[src/rtl/multiplier.sv]
// multiplier: stream-handshake iterative shift-add integer multiplier
// Returns the low `bits` bits of in1*in2, which is the same for signed and unsigned operands.
// Ports: clk, rst (async, active-low); in1/in1_stb/in1_ack operand A; in2/in2_stb/in2_ack operand B;
//        out1/out1_stb/out1_ack product. All outputs are registered.
// Optional: define MULTIPLIER_EARLY_EXIT_EN to finish COMPUTE once the remaining multiplier bits are zero.
module multiplier #(
    parameter int bits = 16
) (
    input  logic            clk,
    input  logic            rst,
    input  logic [bits-1:0] in1,
    input  logic            in1_stb,
    output logic            in1_ack,
    input  logic [bits-1:0] in2,
    input  logic            in2_stb,
    output logic            in2_ack,
    output logic [bits-1:0] out1,
    output logic            out1_stb,
    input  logic            out1_ack
);
    localparam int CW = $clog2(bits + 1);
    typedef enum logic [1:0] {GET_A, GET_B, COMPUTE, PUT} state_t;
    state_t          state_q, state_d;
    logic [bits-1:0] a_q, a_d, b_q, b_d, acc_q, acc_d, out1_q, out1_d;
    logic [bits-1:0] acc_n, b_n;
    logic [CW-1:0]   count_q, count_d;
    logic            in1_ack_q, in1_ack_d, in2_ack_q, in2_ack_d, out1_stb_q, out1_stb_d;
    logic            done;
    always_comb begin
        acc_n      = b_q[0] ? acc_q + a_q : acc_q;
        b_n        = b_q >> 1;
`ifdef MULTIPLIER_EARLY_EXIT_EN
        // no set bits left in b means no further partial products can change acc
        done       = (b_n == '0) || (count_q == CW'(bits - 1));
`else
        done       = count_q == CW'(bits - 1);
`endif
        state_d    = state_q;
        a_d        = a_q;
        b_d        = b_q;
        acc_d      = acc_q;
        count_d    = count_q;
        out1_d     = out1_q;
        out1_stb_d = out1_stb_q;
        in1_ack_d  = in1_ack_q;
        in2_ack_d  = in2_ack_q;
        case (state_q)
            GET_A: begin
                in1_ack_d = 1'b1;
                if (in1_stb && in1_ack_q) begin
                    a_d       = in1;
                    in1_ack_d = 1'b0;
                    in2_ack_d = 1'b1;
                    state_d   = GET_B;
                end
            end
            GET_B: begin
                if (in2_stb && in2_ack_q) begin
                    b_d       = in2;
                    acc_d     = '0;
                    count_d   = '0;
                    in2_ack_d = 1'b0;
                    state_d   = COMPUTE;
                end
            end
            COMPUTE: begin
                acc_d   = acc_n;
                a_d     = a_q << 1;
                b_d     = b_n;
                count_d = count_q + CW'(1);
                if (done) begin
                    out1_d     = acc_n;
                    out1_stb_d = 1'b1;
                    state_d    = PUT;
                end
            end
            PUT: begin
                if (out1_ack && out1_stb_q) begin
                    out1_stb_d = 1'b0;
                    in1_ack_d  = 1'b1;
                    state_d    = GET_A;
                end
            end
            default: state_d = GET_A;
        endcase
    end
    always_ff @(posedge clk or negedge rst) begin
        if (!rst) begin
            state_q    <= GET_A;
            a_q        <= '0;
            b_q        <= '0;
            acc_q      <= '0;
            count_q    <= '0;
            out1_q     <= '0;
            out1_stb_q <= 1'b0;
            in1_ack_q  <= 1'b0;
            in2_ack_q  <= 1'b0;
        end else begin
            state_q    <= state_d;
            a_q        <= a_d;
            b_q        <= b_d;
            acc_q      <= acc_d;
            count_q    <= count_d;
            out1_q     <= out1_d;
            out1_stb_q <= out1_stb_d;
            in1_ack_q  <= in1_ack_d;
            in2_ack_q  <= in2_ack_d;
        end
    end
    assign in1_ack  = in1_ack_q;
    assign in2_ack  = in2_ack_q;
    assign out1     = out1_q;
    assign out1_stb = out1_stb_q;
endmodule
[config.mk]
export PLATFORM = sky130hd
export DESIGN_NAME = multiplier
export DESIGN_NICKNAME = d
export VERILOG_FILES = /design/src/rtl/multiplier.sv
export SDC_FILE = /design/constraint.sdc
export NUM_CORES = 1
export LEC_CHECK = 0
export ABC_AREA = 1
export BUFFER_PORTS_ARGS = -buffer_cell sky130_fd_sc_hd__buf_2
export CAP_MARGIN = 5
export CELL_PAD_IN_SITES_DETAIL_PLACEMENT = 2
export CELL_PAD_IN_SITES_GLOBAL_PLACEMENT = 2
export CORE_ASPECT_RATIO = 0.7
export CORE_MARGIN = 2
export CORE_UTILIZATION = 33
export DETAILED_ROUTE_END_ITERATION = 8
export PLACE_DENSITY = 0.81
export RECOVER_POWER = 50
export SLEW_MARGIN = 40
export SYNTH_ARGS = -nofsm -noshare
export SYNTH_HDL_FRONTEND = slang
export SYNTH_SLANG_ARGS = --single-unit
[constraint.sdc]
create_clock -name clk -period 2.35 [get_ports clk]
set_input_delay 0.235 -clock clk [delete_from_list [all_inputs] [get_ports clk]]
set_output_delay 0.235 -clock clk [all_outputs]
set_load 0.005 [all_outputs]
==> impl_metrics.json, run 1 <==
{
  "synth_cell_types": 36,
  "cts_buffers": 9,
  "place_inst": 774,
  "grt_pass1_vias": 4546,
  "cts_hold_buf": 1,
  "area_growth_pct": 16.9,
  "path_class": "reg -> reg",
  "drc": 0,
  "layout_commonest_cell": "nand2_1",
  "instances_no_fill": 791,
  "fin_setup_tns_ps": 0,
  "seq_area_frac_synth_pct": 43.2,
  "layout.nets": 683,
  "fin_crit_sh_pct": 93.3,
  "cts_buffer_depth": 2,
  "cp.required_ps": 2580,
  "synth_edf_count": 0,
  "synth_nets": 627,
  "coreArea_um2": 12500,
  "fmax_ghz": 0.456,
  "clk_latency_ps": 340,
  "port_buffers": 55,
  "synthFlopType": "dfrtp_1",
  "cap_violations": 0,
  "gp_congestion": 0.897,
  "drt_iter0_drc": 214,
  "rrSetupSlack_ps": 160,
  "grt_max_degree": 75,
  "grtUsageTotal_pct": 22.7,
  "peakVddDrop_mv": 0.527,
  "p_leak_nw": 2.63,
  "drive_above_1_share_pct": 15.1,
  "power_density_nw_per_um2": 1670,
  "chipWidth_um": 140,
  "cts_root_buf": "clkbuf_16",
  "hold_violations": 0,
  "htree_levels": 3,
  "finalClockSkew_ps": 5.24,
  "die-area_um2": 13900,
  "crit_arrival_ps": 2420,
  "final_cell_mix": "nand2_1 (194), dfrtp_1 (74), inv_1 (57)",
  "cts_setup_buffers": 0,
  "setup_viol_count_final": 0,
  "cts_resized": 0,
  "via_count": 4078,
  "wire_per_inst_um": 18.9,
  "endpoint_kind": "flop",
  "grt_first_pass_wirelength_mm": 24.6,
  "cts_tree": "yes",
  "fillers": 1468,
  "rows": 34,
  "syn_inst": 568,
  "ant_nets": 0,
  "hpwlAfterDp_mm": 10.8,
  "ios": 56,
  "final.min_clock_period_ps": 2190,
  "totalWireLength_mm": 14.9,
  "holdCritPathClass": "in -> reg",
  "ys_seq_elements": 74,
  "insertedDiodeCount": 0,
  "synth_area_um2": 4290,
  "slew_viol_final": 0,
  "critPathMaxFanout": 5,
  "worst_pin_slew_ps": 1100,
  "clkTransAtPathRegs_ps": 60,
  "antenna_found_initial": 0,
  "cts.sinks": 74,
  "status": "completed",
  "start_kind": "flop",
  "die_h_um": 99.4,
  "slew_headroom_pct": 26.9,
  "initial_utilization_pct": 34.2,
  "synthArstFlopShare_pct": 100,
  "drt-vias-per-instance": 5.16,
  "syn_area_per_cell_um2": 7.55,
  "yosysWarnings": 0,
  "whs_ps": 129,
  "rsz0062_at_grt": "false",
  "drtPass1Iterations": 4,
  "grt_remaining_overflow": 0
}
==> kinds of logic (layout without fill, tap and decap cells) <==
family                   after synthesis  count (layout)  share of synthesized area (%)
AO/OA/AOI/OAI                         79              79                           10.8
XOR/XNOR                               5               5                           1.02
adder cells (fa/ha/maj)               22              22                           6.59
buffers and inverters                 81             142                           8.23
flip-flops                            74              74                           43.2
AND/OR/NAND/NOR                      307             307                           30.2
==> synth_stat cells, types with 2 or more instances <==
master	count	area [um2]
or2_2	8	50.1
nand2_2	4	25.0
buf_6	3	33.8
clkbuf_1	8	30.0
o21ai_1	2	10.0
a21oi_1	11	55.1
nand2_1	194	728
dfrtp_1	74	1850
nand3b_1	2	15.0
o21ai_0	27	135
a22oi_1	2	15.0
nor2_1	48	180
xor2_1	3	26.3
a31oi_1	30	188
buf_4	2	15.0
ha_1	21	263
nor3_1	2	10.0
or2_1	2	12.5
buf_2	7	35.0
inv_2	2	7.51
nand3_1	41	205
inv_1	57	214
xnor2_1	2	17.5
o22ai_1	4	25.0
==> path summary, 6_finish.rpt <==
path / cells past startpoint / to / from
max: 11 / out1[15] / a_q[13]
min: 2 / b_q[15] / in2[15]
max reg2reg: 11 / out1[15] / a_q[13]
min reg2reg: 2 / out1[1] / out1[1]
max in group asynchronous: 3 / out1[8] / rst
min in group asynchronous: 3 / out1[1] / rst
==> sequential cells by signal (all words and copies together), names as in the netlist <==
name	cells
out1_stb	1
count_q	5
acc_q	16
b_q	16
out1	16
a_q	16
in2_ack	1
in1_ack	1
state_q	2
==> worst max-delay path, cell delays in order (launching register included) <==
cell	delay, ps
dfrtp_1	420
ha_1	420
nand2_1	220
inv_1	90
nand2_1	110
nand2_1	60
a21oi_1	280
nand2_1	100
nand2_1	70
nand3_1	110
nand3_1	120
nand2_1	70
==> stage by stage <==
step	util (%)	area (um2)	power (mW)	setup WS, ps
3_3_place_gp	37.7	4730	6.50	374
2_1_floorplan	-	4290	5.45	604
3_5_place_dp	37.7	4730	6.88	278
5_1_grt	39.9	5010	9.14	7.95
4_1_cts	40.1	5030	8.42	184
6_report	39.9	5010	8.38	157
==> cell type report <==
cell class | count | area [um2] | area share (%)
Clock buffer | 11 | 233 | 4.64
Clock inverter | 5 | 55.1 | 1.10
Inverter | 61 | 239 | 4.77
Multi-Input combinational cell | 413 | 2080 | 41.6
Sequential cell | 74 | 1850 | 36.9
Tap cell | 162 | 203 | 4.04
Timing Repair Buffer | 65 | 348 | 6.94
==> power by group <==
group	internal [mW]	total, mW	switching, mW
registers	1.78	2.24	0.464
logic	1.55	4.73	3.18
clock network	0.821	1.41	0.589
total	4.15	8.38	4.24
==> routing by layer <==
layer  wire (um)  GRT usage (%)  vias up
met5           0              0        -
met4         212           5.28        0
met3         684           4.24       18
met2        6910           38.2       78
met1        7110           30.6     2043
li1            -              -     1939
Power figures use the tool's default switching activity.
==> run 2: changes to the inputs <==
--- a/config.mk
+++ b/config.mk
@@ -14,7 +14,7 @@
 export CORE_MARGIN = 2
 export CORE_UTILIZATION = 33
 export DETAILED_ROUTE_END_ITERATION = 8
-export PLACE_DENSITY = 0.81
+export PLACE_DENSITY = 0.91
 export RECOVER_POWER = 50
 export SLEW_MARGIN = 40
 export SYNTH_ARGS = -nofsm -noshare
==> run 2 against run 1 <==
Net effect: wire length grew 8.2%; setup slack got worse by 22 ps; global-route usage is 1.8 points higher; final cell count shrank 0.13%; power is 3.7% higher; flip-flop and latch count stayed put; hold slack improved by 8.2 ps; clock power increased by 4%; clock-buffer cell count is 2 lower; critical path type unchanged; highest routed layer unchanged.
==> impl_metrics.json, run 2 (same netlist as run 1, synthesis figures left out) <==
{
  "status": "completed",
  "cts_setup_buffers": 0,
  "drt_iter0_drc": 159,
  "cp.required_ps": 2590,
  "critPathMaxFanout": 3,
  "cts.sinks": 74,
  "reg2reg_depth": 11,
  "peakVddDrop_mv": 0.532,
  "total_power_mw": 8.70,
  "layout.nets": 682,
  "cts_buffers": 9,
  "drive_above_1_share_pct": 16.1,
  "worstReg2RegEnd": "out1[8]",
  "antenna_found_initial": 0,
  "crit_arrival_ps": 2450,
  "hpwlAfterDp_mm": 11.4,
  "layout_commonest_cell": "nand2_1",
  "critical-path-max-stage-delay_ps": 420,
  "insertedDiodeCount": 0,
  "drtPass1Iterations": 4,
  "slew_headroom_pct": 26.5,
  "clk_latency_ps": 360,
  "ios": 56,
  "hold_depth": 3,
  "slew_viol_final": 0,
  "die_h_um": 99.4,
  "hold_violations": 0,
  "die-area_um2": 13900,
  "crit_cells": 11,
  "wire_per_inst_um": 20.4,
  "fillers": 1453,
  "final_cell_mix": "nand2_1 (192), dfrtp_1 (74), inv_1 (57)",
  "cts_root_buf": "clkbuf_16",
  "setup_viol_count_final": 0,
  "fin_util_pct": 40.1,
  "chipWidth_um": 140,
  "port_buffers": 55,
  "path_buf_inv": 0,
  "rsz0062_at_grt": "false",
  "htree_levels": 3,
  "endpoint_kind": "flop",
  "coreArea_um2": 12500,
  "crit_start": "a_q[0]",
  "drc": 0,
  "clkTransAtPathRegs_ps": 70,
  "cap_violations": 0,
  "rows": 34,
  "reg2reg_from": "a_q[0]",
  "instances_no_fill": 790,
  "power_density_nw_per_um2": 1730,
  "totalWireLength_mm": 16.2,
  "rrSetupSlack_ps": 130,
  "grt_remaining_overflow": 0,
  "path_class": "reg -> reg",
  "place_inst": 773,
  "final.min_clock_period_ps": 2220,
  "grt_max_degree": 42,
  "ant_nets": 0,
  "via_count": 4142,
  "p_leak_nw": 2.65,
  "min_from": "in2[10]",
  "fin_crit_sh_pct": 94.3,
  "crit_slowest_cell": "dfrtp_1",
  "gp_congestion": 0.894,
  "drt-vias-per-instance": 5.24,
  "fin_setup_tns_ps": 0,
  "initial_utilization_pct": 34.2,
  "endpoint": "out1[8]",
  "holdCritPathClass": "in -> reg",
  "area_growth_pct": 17.5,
  "worst_pin_slew_ps": 1100,
  "cp_cell_sequence": "ha_1 -> fa_1 -> nand2_1 -> nand2_1 -> and2_4 -> nand2_2 -> nand2_2 -> xnor2_1 -> nand2_1 -> nand3_1 -> nand2_1",
  "crit_family": "simple AND/OR/NAND/NOR gates",
  "start_kind": "flop",
  "cts_buffer_depth": 2,
  "cts_tree": "yes",
  "grtUsageTotal_pct": 24.5,
  "cpMostUsedCell": "nand2_1",
  "finalClockSkew_ps": 13.7,
  "grt_first_pass_wirelength_mm": 26.1,
  "fmax_ghz": 0.451,
  "grt_pass1_vias": 4761
}
[run 2: metal layers]
| metal | track usage, % | vias to the layer above | routed length [um] |
|---|---|---|---|
| li1 | - | 1939 | - |
| met1 | 30.4 | 2087 | 7250 |
| met2 | 44.0 | 90 | 8090 |
| met3 | 4.38 | 26 | 558 |
| met4 | 7.46 | 0 | 253 |
| met5 | 0 | - | 0 |
[run 2: area by class of cell]
class / count / area (um2) / area share [%]
clock buffer: 9 / 225 / 4.47
clock inverter: 7 / 76.3 / 1.52
inverter: 61 / 239 / 4.74
multi-input combinational: 413 / 2100 / 41.6
sequential: 74 / 1850 / 36.8
tap: 162 / 203 / 4.02
timing repair buffer: 64 / 347 / 6.88
[run 2: worst min-delay path by stage]
stage | endpoint | slack (ps)
finish | b_q[10] | 140
global route | b_q[10] | 140
floorplan | a_q[0] | -60
CTS | b_q[10] | 140
detailed placement | out1[4] | 270
global placement | out1[3] | 250
[run 2: per-stage QoR]
step           hold slack [ps]  cell area, um2  setup slack (ps)
6_report                   137            5040               135
5_1_grt                    143            5040              35.3
4_1_cts                    136            5040               107
3_5_place_dp               270            4730               214
3_3_place_gp               254            4730               393
2_1_floorplan            -60.6            4290               604
[run 2: what timing repair did]
| action | in CTS | in global routing |
|---|---|---|
| hold buffers | 1 | 0 |
| endpoints found under the hold margin | 39 | 0 |
| resized for setup | 0 | 5 |
| endpoints found under the setup margin | 0 | 6 |
[run 2: power breakdown]
part | internal, mW | switching, mW | leakage (nW)
Sequential | 1.78 | 0.506 | 0.914
Clock | 0.831 | 0.634 | 0.142
Combinational | 1.59 | 3.36 | 1.59
[run 2: worst reg2reg max path: cells and delay by family, from the launching register on]
kind	cells	cell delay [ps]
xor gates and xnor gates	1	170
DFF	1	420
and+or+nand+nor	8	860
adders and majority gates	2	650
